[src/rtl/seven_seg_scan_ctrl.sv]
// ============================================================================
// Module   : seven_seg_scan_ctrl
// Brief    : Multiplexed seven-segment scan controller with bus-writable
//            display register. Optional leading-zero blanking: SEVEN_SEG_LZB_EN
// Revision : 1.0 - initial release
// ============================================================================
`default_nettype none

module seven_seg_scan_ctrl #(
  parameter int N_DIGITS    = 8,
  parameter int REFRESH_DIV = 100000
) (
  input  logic                clk_i,
  input  logic                rst_i,
  input  logic                we_i,
  input  logic [31:0]         data_i,
  input  logic                en_i,
  output logic [31:0]         data_o,
  output logic [N_DIGITS-1:0] an_o,
  output logic [3:0]          digit_o
);

  localparam int CNT_W = $clog2(REFRESH_DIV);
  localparam int IDX_W = (N_DIGITS > 1) ? $clog2(N_DIGITS) : 1;
  localparam logic [CNT_W-1:0]    c_cnt_last = CNT_W'(REFRESH_DIV - 1);
  localparam logic [IDX_W-1:0]    c_idx_last = IDX_W'(N_DIGITS - 1);
  localparam logic [N_DIGITS-1:0] c_an_rst   = ~(N_DIGITS'(1));

  logic [31:0]         r_reg;
  logic [CNT_W-1:0]    r_cnt;
  logic [IDX_W-1:0]    r_idx;
  logic                w_tc;
  logic [3:0]          w_nib;
  logic [N_DIGITS-1:0] w_an;

  assign data_o = r_reg;
  assign w_tc   = en_i && (r_cnt == c_cnt_last);

  always_comb begin
    w_nib = 4'h0;
    for (int k = 0; k < N_DIGITS; k++) begin
      if (r_idx == IDX_W'(k)) w_nib = r_reg[4*k +: 4];
    end
  end

`ifdef SEVEN_SEG_LZB_EN
  logic                w_zero_from;
  logic [N_DIGITS-1:0] w_blank;

  // Digit k is blanked when it and every more significant digit are zero.
  always_comb begin
    w_zero_from = 1'b1;
    w_blank     = '0;
    for (int k = N_DIGITS - 1; k >= 1; k--) begin
      w_zero_from = w_zero_from && (r_reg[4*k +: 4] == 4'h0);
      w_blank[k]  = w_zero_from;
    end
  end

  always_comb begin
    w_an = '1;
    for (int k = 0; k < N_DIGITS; k++) begin
      w_an[k] = (r_idx != IDX_W'(k)) || w_blank[k];
    end
  end
`else
  always_comb begin
    w_an = '1;
    for (int k = 0; k < N_DIGITS; k++) begin
      w_an[k] = (r_idx != IDX_W'(k));
    end
  end
`endif

  always_ff @(posedge clk_i) begin
    if (rst_i) begin
      r_reg   <= 32'h0;
      r_cnt   <= '0;
      r_idx   <= '0;
      an_o    <= c_an_rst;
      digit_o <= 4'h0;
    end else begin
      if (we_i) r_reg <= data_i;
      if (en_i) begin
        if (w_tc) begin
          r_cnt <= '0;
          r_idx <= (r_idx == c_idx_last) ? '0 : r_idx + IDX_W'(1);
        end else begin
          r_cnt <= r_cnt + CNT_W'(1);
        end
      end
      // Outputs follow the registered index/register, so they lag a TC or
      // write by one cycle.
      an_o    <= en_i ? w_an : '1;
      digit_o <= w_nib;
    end
  end

endmodule

`default_nettype wire

[config.mk]
export PLATFORM = sky130hd
export DESIGN_NAME = seven_seg_scan_ctrl
export DESIGN_NICKNAME = d
export VERILOG_FILES = /design/src/rtl/seven_seg_scan_ctrl.sv
export SDC_FILE = /design/constraint.sdc
export NUM_CORES = 1
export LEC_CHECK = 0
export CORE_UTILIZATION = 40
export CTS_CLUSTER_SIZE = 24
export DETAILED_ROUTE_END_ITERATION = 8
export HOLD_SLACK_MARGIN = 0.05
export PLACE_DENSITY = 0.69
export SYNTH_ARGS = -nofsm -noshare
export SYNTH_HDL_FRONTEND = slang
export SYNTH_SLANG_ARGS = --single-unit
[constraint.sdc]
create_clock -name clk_i -period 3.7 [get_ports clk_i]
set_input_delay 0.555 -clock clk_i [delete_from_list [all_inputs] [get_ports clk_i]]
set_output_delay 0.555 -clock clk_i [all_outputs]
set_load 0.005 [all_outputs]
==> results.py, run 1 <==
metrics = {
    "layout": {
        "fill_cells": 569,
        "drive_gt1_frac": 0.0645,
        "final_common_cell": "clkdlybuf4s50_1",
        "nets": 410,
        "area_delta_synth_final_pct": 38.0,
        "final_cell_mix": "clkdlybuf4s50_1 (77), dfxtp_1 (64), nor2_1 (55)",
        "n_antenna_cell": 0,
    },
    "detailed_routing": {
        "via_count": 2328,
        "drtPass1Iterations": 6,
        "antenna_left": 0,
        "drt_wl_total_um": 6500,
        "avgRoutedWirePerCell_um": 14.5,
        "drc": 2,
        "viasPerCell": 5.18,
        "first_iter_violations": 110,
    },
    "critical_path": {
        "path_cells": "clkdlybuf4s50_1 > and4_1 > nand4_4 > o21bai_2 > nor2_1",
        "arrival_ps": 2450,
        "critPathMaxFanout": 15,
        "critPathLaunch": "en_i",
        "crit_path_start_kind": "input port",
        "path_delay_family": "buffers and inverters",
        "path_buf_inv": 1,
        "worstSetupPathDepth": 5,
        "critPathRequiredTime_ps": 3890,
        "critPathSlowestCell": "clkdlybuf4s50_1",
        "worstSetupPathType": "in -> reg",
        "reg2reg_depth": 5,
        "crit_path_end_kind": "flip-flop",
        "r2r_start": "r_idx[0]",
        "slowest_delay_ps": 690,
    },
    "hold_path": {
        "holdCritPathClass": "reg -> reg",
        "worstHoldStart": "data_o[28]",
        "min_path_cells": 2,
    },
    "synth": {
        "ys_types": 36,
        "syn_inst": 293,
        "ys_seq_elements": 64,
        "ys.flop_type": "dfxtp_1",
        "seq_area_frac_synth": 0.466,
        "synth_area_per_cell_um2": 9.39,
        "yosys_warnings": 0,
        "syn-cell-area_um2": 2750,
        "synth_edf_count": 0,
        "synthArstFlopShare": 0,
        "syn-num-nets": 336,
    },
    "die": {
        "ios": 80,
        "core_area_um2": 6490,
        "rows": 29,
        "die_x_um": 84.9,
        "chipHeight_um": 84.9,
        "dieArea_um2": 7210,
        "start_util": 0.424,
    },
    "clock_network": {
        "postCtsHoldBufs": 0,
        "cts.sinks": 64,
        "cts_buffer_depth": 2,
        "cts_buffers": 9,
        "post_cts_resized": 0,
        "cts_tree": "yes",
        "post_cts_buffers": 0,
        "htreeDepth": 3,
        "clk_pin_slew_ps": 70,
        "clk_latency_ps": 340,
        "cts_root_buf": "clkbuf_8",
    },
    "flow_run": {
        "drv_cap": 0,
    },
    "sta": {
        "rsz0062_at_grt": "false",
        "finalMaxSlewViolations": 0,
        "fin_crit_sh": 0.611,
        "clock_skew_ps": 8.66,
        "min_period_ps": 2260,
        "final.setup.tns_ps": 0,
        "setup_viol": 0,
        "worstMarginPinSlew_ps": 935,
        "max_slew_margin": 0.376,
        "layout_setup_ws_ps": 1440,
        "hold_viol_final": 0,
        "fmax_ghz": 0.442,
    },
    "outcome": {
        "status": "finished, violations left",
        "failed_checks": "design-rule violations",
    },
    "global_routing": {
        "grt_overflow": 0,
        "track_usage": 0.188,
        "grt_pass1_vias": 2173,
        "grt_max_degree": 51,
        "grt_pass1_wl_um": 10500,
        "antenna_found_initial": 0,
    },
    "placed_design": {
        "io_buffer_count": 79,
        "detailed_place_hpwl_um": 4590,
        "dp_slack_ps": 1130,
        "place.gp.congestion": 0.792,
    },
    "power": {
        "p_leak_nw": 1.43,
        "ir_drop_mv": 0.272,
        "power_density_nw_per_um2": 420,
        "power_mw": 1.59,
    },
}
-- path summary, 6_finish.rpt --
path,endpoint,slack (ps)
worst max register to register,digit_o[0],1770
worst min register to register,digit_o[0],500
worst min-delay path,digit_o[0],500
worst max-delay path,r_cnt[13],1440
-- per-stage QoR --
step | instances | util | cell area (um2) | hold slack (ps)
2_1_floorplan | 293 | - | 2750 | 463
3_3_place_gp | 433 | 0.548 | 3560 | 477
3_5_place_dp | 433 | 0.548 | 3560 | 474
4_1_cts | 449 | 0.584 | 3800 | 495
5_1_grt | 449 | 0.584 | 3800 | 522
6_report | 449 | 0.584 | 3800 | 496
-- state kept, by name, summed over array words and instances (netlist names) --
register / flops
digit_o: 4
r_cnt: 17
data_o: 32
r_idx: 3
an_o: 8
-- synthesized netlist by cell type (3+ instances only) --
master,count,share of area
a21oi_1,7,0.013
a221oi_1,6,0.019
buf_2,6,0.011
clkbuf_1,8,0.011
dfxtp_1,64,0.47
ha_1,7,0.032
inv_1,7,0.0096
mux2i_1,32,0.12
nand2_1,13,0.018
nand3_1,7,0.013
nand3b_1,3,0.0082
nand4_1,6,0.014
nor2_1,55,0.075
nor2b_1,6,0.014
nor3_1,4,0.0073
nor3b_1,3,0.0082
nor4_1,5,0.011
o21ai_0,13,0.024
o22ai_1,4,0.0091
xnor2_1,12,0.038
xor2_1,3,0.0096
-- worst reg2reg max path, cell delays in order, from the launching register on --
cell and delay (ps):
dfxtp_1 410, ha_1 510, nor2b_1 190, a221oi_1 370, o221a_2 260, o22ai_1 60
-- cells by family after synthesis --
logic type | count (synthesis) | synth area share
xor+xnor | 15 | 0.0478
flops | 64 | 0.466
buf+inv | 23 | 0.0341
fa+ha+maj | 7 | 0.0318
compound gates | 39 | 0.0937
mux | 32 | 0.116
simple gates | 113 | 0.211
-- cell type report --
cell class	count	area (um2)	share of cell area
Multi-Input combinational cell	206	1380	0.363
Sequential cell	64	1280	0.338
Timing Repair Buffer	79	781	0.206
Clock buffer	10	128	0.0336
Clock inverter	6	108	0.0283
Tap cell	77	96.3	0.0254
Inverter	7	26.3	0.00692
-- per-layer routing --
layer | part of all wire | GRT usage | wire length [um] | vias to the layer above
li1 | - | - | - | 1178
met5 | 0 | 0 | 0 | -
met2 | 0.47 | 0.290 | 3020 | 56
met3 | 0.055 | 0.0603 | 360 | 2
met4 | 0.0062 | 0.0740 | 40 | 0
met1 | 0.47 | 0.243 | 3070 | 1092
-- power breakdown --
part / switching [mW] / total, mW / leakage [nW] / internal, mW
Combinational: 0.0540 / 0.152 / 0.794 / 0.0981
Sequential: 0.0207 / 0.734 / 0.523 / 0.714
Clock: 0.261 / 0.707 / 0.116 / 0.445
Note: power is estimated with default switching activity, not from simulation.
==> inputs of run 2 (changes only) <==
PLACE_DENSITY = 0.72   (was 0.69)
clock period = 1.84 ns   (was 3.7 ns; I/O delays follow)
==> run 2 against run 1 <==
Effect of this change:
- the flow still finishes with violations (design-rule violations)
- hold slack worse by 23 ps
- combinational power is 110% higher
- sequential power is 100% higher
- core utilization is 3.2 points higher
- setup slack worse by 1300 ps
- cell area is 5.5% higher
- register-to-register slack worse by 1600 ps
==> results.py, run 2 (synthesis gave the netlist of run 1 again) <==
metrics = {
    "outcome": {
        "status": "finished, violations left",
        "failed_checks": "design-rule violations",
    },
    "die": {
        "core_area_um2": 6490,
        "dieArea_um2": 7210,
        "start_util": 0.424,
        "chipHeight_um": 84.9,
        "die_x_um": 84.9,
        "rows": 29,
        "ios": 80,
    },
    "clock_network": {
        "htreeDepth": 3,
        "cts_buffer_depth": 2,
        "cts.sinks": 64,
        "postCtsHoldBufs": 0,
        "post_cts_resized": 0,
        "cts_buffers": 9,
        "clk_latency_ps": 340,
        "clk_pin_slew_ps": 80,
        "cts_root_buf": "clkbuf_8",
        "post_cts_buffers": 0,
        "cts_tree": "yes",
    },
    "critical_path": {
        "crit_path_start_kind": "flip-flop",
        "arrival_ps": 1930,
        "critPathRequiredTime_ps": 2060,
        "worstSetupPathType": "reg -> reg",
        "rrSetupSlack_ps": 130,
        "slowest_delay_ps": 440,
        "critPathSlowestCell": "ha_1",
        "critPathMaxFanout": 10,
        "path_cells": "ha_1 > nor2b_2 > a221oi_2 > o221a_2 > o22ai_1",
        "crit_path_end_kind": "flip-flop",
    },
    "sta": {
        "fmax_ghz": 0.584,
        "max_slew_margin": 0.728,
        "worstMarginPinSlew_ps": 408,
        "min_period_ps": 1710,
        "setup_viol": 0,
        "finalMaxSlewViolations": 0,
        "clock_skew_ps": 10.9,
        "final.setup.tns_ps": 0,
        "fin_crit_sh": 0.931,
        "rsz0062_at_grt": "false",
        "hold_viol_final": 0,
    },
    "placed_design": {
        "place.gp.congestion": 0.818,
        "io_buffer_count": 79,
        "place_inst": 449,
        "detailed_place_hpwl_um": 4840,
    },
    "global_routing": {
        "track_usage": 0.198,
        "grt_pass1_wl_um": 11000,
        "grt_max_degree": 33,
        "antenna_found_initial": 0,
        "grt_pass1_vias": 2296,
        "grt_overflow": 0,
    },
    "layout": {
        "drive_gt1_frac": 0.126,
        "n_antenna_cell": 0,
        "seq_area_um2": 1280,
        "multi_input_area_um2": 1420,
        "nets": 426,
        "final-instance-count-excl-fill": 465,
        "final_cell_mix": "clkdlybuf4s50_1 (78), dfxtp_1 (64), nor2_1 (55)",
        "largest_reg_flops": 32,
        "area_delta_synth_final_pct": 45.5,
        "final_common_cell": "clkdlybuf4s50_1",
        "fill_cells": 577,
    },
    "power": {
        "ir_drop_mv": 0.448,
        "power_density_nw_per_um2": 825,
        "power_mw": 3.31,
        "p_leak_nw": 1.54,
    },
    "detailed_routing": {
        "antenna_left": 0,
        "first_iter_violations": 108,
        "drc": 2,
        "drtPass1Iterations": 6,
        "via_count": 2406,
        "avgRoutedWirePerCell_um": 14.3,
        "viasPerCell": 5.17,
        "drt_wl_total_um": 6640,
    },
    "flow_run": {
        "drv_cap": 0,
    },
    "hold_path": {
        "holdCritPathClass": "in -> reg",
    },
}
-- run 2: worst paths after layout --
check	start	endpoint	cells after the start
max	r_idx[0]	digit_o[3]	5
min	we_i	data_o[5]	4
max reg2reg	r_idx[0]	digit_o[3]	5
min reg2reg	data_o[28]	digit_o[0]	2
-- run 2: cell type report --
type,instances,share of cell area
clock buffer,11,0.0378
inverter,7,0.00656
multi-input combinational,206,0.353
clock inverter,5,0.0256
timing repair buffer,95,0.233
sequential,64,0.320
tap,77,0.0241
-- run 2: where the power goes --
group          switching, mW  total (mW)  internal (mW)
Clock                  0.529        1.50          0.971
Combinational          0.113       0.326          0.213
Sequential            0.0432        1.48           1.43
Total                  0.686        3.31           2.62
-- run 2: routing by layer --
| layer | track usage | vias to the layer above | wire length, um |
|---|---|---|---|
| met3 | 0.0671 | 10 | 365 |
| met2 | 0.307 | 61 | 3060 |
| met5 | 0 | - | 0 |
| met1 | 0.251 | 1132 | 3100 |
| li1 | - | 1203 | - |
| met4 | 0.0863 | 0 | 113 |
-- run 2: through the flow --
step | area (um2) | hold slack [ps] | utilization | setup WS, ps
2_1_floorplan | 2750 | 423 | - | 251
3_3_place_gp | 3710 | 475 | 0.571 | 10.6
3_5_place_dp | 3710 | 482 | 0.571 | -31.9
4_1_cts | 3970 | 466 | 0.610 | 38.4
5_1_grt | 4000 | 484 | 0.616 | 21.1
6_report | 4000 | 473 | 0.616 | 127
-- run 2: critical path, delay by kind of cell (launching register included) --
| family | cells | cell delay [ps] |
|---|---|---|
| flip-flops | 1 | 410 |
| adder cells (fa/ha/maj) | 1 | 440 |
| AO/OA/AOI/OAI | 3 | 590 |
| AND/OR/NAND/NOR | 1 | 150 |
==> inputs of run 3 (changes only) <==
CELL_PAD_IN_SITES_DETAIL_PLACEMENT = 0   (was not set)
CELL_PAD_IN_SITES_GLOBAL_PLACEMENT = 1   (was not set)
CORE_UTILIZATION = 32   (was 40)
PLACE_DENSITY = not set   (was 0.72)
PLACE_DENSITY_LB_ADDON = 0.1   (was not set)
==> run 3 against run 2 <==
Effect of this change:
- the run now ends clean
- count of clock-buffer cells in the layout down 1
- critical path depth up 1
- setup slack worse by 11 ps
- highest routed layer unchanged
==> results.py, run 3 (synthesis gave the netlist of run 1 again) <==
metrics = {
    "clock_network": {
        "postCtsHoldBufs": 0,
        "htreeDepth": 3,
        "cts_root_buf": "clkbuf_8",
        "cts_buffer_depth": 2,
        "cts_buffers": 9,
        "clk_latency_ps": 340,
        "clk_pin_slew_ps": 70,
        "cts_tree": "yes",
        "cts.sinks": 64,
    },
    "die": {
        "core_area_um2": 8260,
        "rows": 33,
        "chipHeight_um": 94.7,
        "dieArea_um2": 8970,
        "ios": 80,
        "die_x_um": 94.7,
        "start_util": 0.333,
    },
    "detailed_routing": {
        "viasPerCell": 4.72,
        "antenna_left": 0,
        "first_iter_violations": 76,
        "drt_wl_total_um": 6830,
        "drc": 0,
        "drtPass1Iterations": 4,
        "avgRoutedWirePerCell_um": 13.9,
        "via_count": 2324,
    },
    "layout": {
        "n_antenna_cell": 0,
        "nets": 425,
        "area_delta_synth_final_pct": 45.1,
        "final_common_cell": "clkdlybuf4s50_1",
        "final_area_um2": 3990,
        "largest_reg_flops": 32,
        "drive_gt1_frac": 0.119,
        "final-instance-count-excl-fill": 492,
        "seq_area_um2": 1280,
        "final_cell_mix": "clkdlybuf4s50_1 (77), dfxtp_1 (63), nor2_1 (55)",
        "multi_input_area_um2": 1400,
        "fill_cells": 825,
    },
    "placed_design": {
        "dp_slack_ps": -62.6,
        "dpl_cell_area_um2": 3730,
        "place_inst": 476,
        "detailed_place_hpwl_um": 4980,
        "place.gp.congestion": 0.767,
        "io_buffer_count": 79,
    },
    "sta": {
        "min_period_ps": 1720,
        "rsz0062_at_grt": "false",
        "hold_viol_final": 0,
        "finalMaxSlewViolations": 0,
        "max_slew_margin": 0.719,
        "layout_setup_ws_ps": 116,
        "fmax_ghz": 0.580,
        "setup_viol": 0,
        "fin_crit_sh": 0.937,
        "whs_ps": 314,
        "clock_skew_ps": 8.98,
        "worstMarginPinSlew_ps": 420,
    },
    "global_routing": {
        "grt_max_degree": 33,
        "grt_util_met3": 0.0612,
        "grt_pass1_vias": 2239,
        "grt_overflow": 0,
        "grt_pass1_wl_um": 11200,
        "antenna_found_initial": 0,
        "track_usage": 0.166,
        "gr-usage-met1": 0.214,
        "met2_usage": 0.252,
        "busiest_layer": "met2",
    },
    "critical_path": {
        "critPathMaxFanout": 5,
        "r2r_start": "r_idx[0]",
        "worstSetupPathType": "reg -> reg",
        "rr_endpoint": "digit_o[2]",
        "crit_path_end_kind": "flip-flop",
        "rrSetupSlack_ps": 120,
        "arrival_ps": 1950,
        "crit_path_start_kind": "flip-flop",
        "critPathRequiredTime_ps": 2060,
        "reg2reg_depth": 6,
    },
    "hold_path": {
        "holdCritPathClass": "in -> reg",
        "worstHoldStart": "rst_i",
        "holdPathEnd": "r_idx[0]",
        "min_path_cells": 2,
    },
    "power": {
        "p_leak_nw": 1.53,
        "power_density_nw_per_um2": 795,
        "ir_drop_mv": 0.402,
    },
    "flow_run": {
        "drv_cap": 0,
    },
    "outcome": {
        "status": "completed",
    },
}
run 3: layout make-up:
class | count | area share
multi-input combinational | 206 | 0.352
sequential | 64 | 0.321
timing repair buffer | 94 | 0.230
clock buffer | 10 | 0.0345
tap | 105 | 0.0329
clock inverter | 6 | 0.0229
inverter | 7 | 0.00658
run 3: worst max path at each step:
stage	endpoint	slack [ps]	cells past startpoint	start
final	digit_o[2]	120	6	r_idx[0]
after global routing	r_idx[0]	4	5	r_cnt[0]
after CTS	digit_o[2]	40	6	r_idx[0]
after detailed placement	r_idx[0]	-60	5	en_i
after global placement	r_cnt[14]	-30	6	en_i
after floorplan	digit_o[1]	250	7	r_idx[1]
run 3: what timing repair did:
| item | 4_1_cts | 5_1_grt |
|---|---|---|
| setup endpoints to repair | 0 | 4 |
| gates resized for setup | 0 | 7 |
| setup buffers | 0 | 0 |
run 3: per-layer routing:
layer	up-vias	routed length [um]
met5	-	0
met4	0	101
met3	13	453
met2	62	2970
met1	1046	3300
li1	1203	-
run 3: power by group:
part / internal [mW] / switching [mW] / total, mW
Combinational: 0.212 / 0.111 / 0.323
Sequential: 1.43 / 0.0405 / 1.47
Clock: 0.806 / 0.569 / 1.38
Total: 2.45 / 0.721 / 3.17
run 3: stage by stage:
| stage | TNS, ps | util | power (mW) |
|---|---|---|---|
| 2_1_floorplan | 0 | - | 1.62 |
| 3_3_place_gp | -98.4 | 0.452 | 1.83 |
| 3_5_place_dp | -206 | 0.452 | 1.83 |
| 4_1_cts | 0 | 0.480 | 3.21 |
| 5_1_grt | 0 | 0.483 | 3.31 |
| 6_report | 0 | 0.483 | 3.17 |
run 3: critical path, cell delays in order, from the launching register on:
cell,delay (ps)
dfxtp_1,410
inv_1,90
ha_1,270
nor2b_1,220
a221oi_2,320
o22a_1,230
o22ai_1,80
==> RTL change: new RTL, config.mk and constraints of run 3 <==
Change the parameter `N_DIGITS` from 8 to 16.
--- a/src/rtl/seven_seg_scan_ctrl.sv
+++ b/src/rtl/seven_seg_scan_ctrl.sv
@@ -9,3 +9,3 @@
 module seven_seg_scan_ctrl #(
-  parameter int N_DIGITS    = 8,
+  parameter int N_DIGITS    = 16,
   parameter int REFRESH_DIV = 100000
Ports: changed (resized an_o); port bits go from 80 to 88. No check against the original RTL was run, so the function may have changed too.
==> RTL change against run 3 <==
  * Non-clock buffer count grew 17
  * Synthesized area grew 9.3%
  * Power grew 15%
  * Setup slack lost 22 ps
  * Fmax shrank 1.3%
  * Hold slack gained 2.4 ps
  * Wire length grew 14%
  * Sequential cell count grew 9
  * Global-route usage grew 0.40 points
  * Cell area grew 10%
  * Highest routed layer unchanged
==> RTL change: results (changes against run 3) <==
| Metric | Value |
|---|---|
| Run status | finished clean (unchanged) |
| Minimum clock period | 1750 ps (was 1720 ps) |
| Clk power | 1.67 mW (was 1.38 mW) |
| Worst Path Max Fanout | 4 (was 5) |
| Total power | 3.66 mW (was 3.17 mW) |
| Placed cell area | 4120 µm² (was 3730 µm²) |
| Sw Share | 21.2% (was 22.7%) |
| Via count | 2645 (was 2324) |
| Port bufs | 87 (was 79) |
| HPWL Detailed | 5760 µm (was 4980 µm) |
| Pleak | 1.67 nW (was 1.53 nW) |
| Starting DRT DRC Count | 108 (was 76) |
| Routed wl met2 | 3570 µm (was 2970 µm) |
| Reg2Reg Depth | 5 (was 6) |
| Final Instance Count excl. Fillers | 552 (was 492) |
| DRT met1 WL | 3780 µm (was 3300 µm) |
| Final nets | 477 (was 425) |
| Post-synthesis mux area share | 10.7% (was 11.6%) |
| Synth top cells by count | 73 x dfxtp_1, 58 x nor2_1, 33 x nand2_1 (was 64 x dfxtp_1, 55 x nor2_1, 32 x mux2i_1) |
| Met1 Usage GRT | 22.0% (was 21.4%) |
| Clk_skew | 8.28 ps (was 8.98 ps) |
| Post-Synth XOR/XNOR Area | 4.37% (was 4.77%) |
| Placement Setup Slack | -180 ps (was -62.6 ps) |
| Avg Synthesized Cell Area | 8.98 µm² (was 9.39 µm²) |
| Drt total wl | 7810 µm (was 6830 µm) |
| Seq pwr share | 45.6% (was 46.5%) |
| Syn nets | 376 (was 336) |
| Grt met2 use | 27.6% (was 25.2%) |
| Area share of fa/ha/maj cells after synthesis | 2.08% (was 3.18%) |
| Fraction of layout cells with a size suffix above 1 | 10.7% (was 11.9%) |
| Crit-path slowest cell | or4_4 (was dfxtp_1) |
| Placed insts | 536 (was 476) |
| Crit path largest cell delay | 450 ps (was 410 ps) |
| First-pass GRT wire length | 12800 µm (was 11200 µm) |
| Vias in the first global route | 2548 (was 2239) |
[RTL change: critical path, delay by kind of cell (launching register included)]
family	cells	cell delay [ps]
DFF	1	360
and+or+nand+nor	3	980
AOI/OAI and AO/OA	1	140
adders and majority gates	1	190
[RTL change: how the worst min path moves through the flow]
stage                     startpoint    endpoint  slack, ps
after global routing           rst_i  data_o[25]        310
after CTS                      rst_i  data_o[27]        300
after detailed placement  data_o[28]  digit_o[0]        480
after global placement    data_o[28]  digit_o[0]        480
after floorplan                rst_i    an_o[15]        420
final                          rst_i  data_o[22]        320
[RTL change: final cells by class]
| class | count | area, µm² |
|---|---|---|
| fill | 889 | 4760 |
| sequential | 73 | 1460 |
| clock inverter | 6 | 138 |
| inverter | 6 | 26.3 |
| timing repair buffer | 111 | 1050 |
| multi-input combinational | 235 | 1450 |
| tap | 111 | 139 |
| clock buffer | 10 | 128 |
[RTL change: what timing repair did]
item	4_1_cts	5_1_grt
setup endpoints to repair	0	5
gates resized for setup	0	3
hold buffers	0	0
setup buffers	0	0
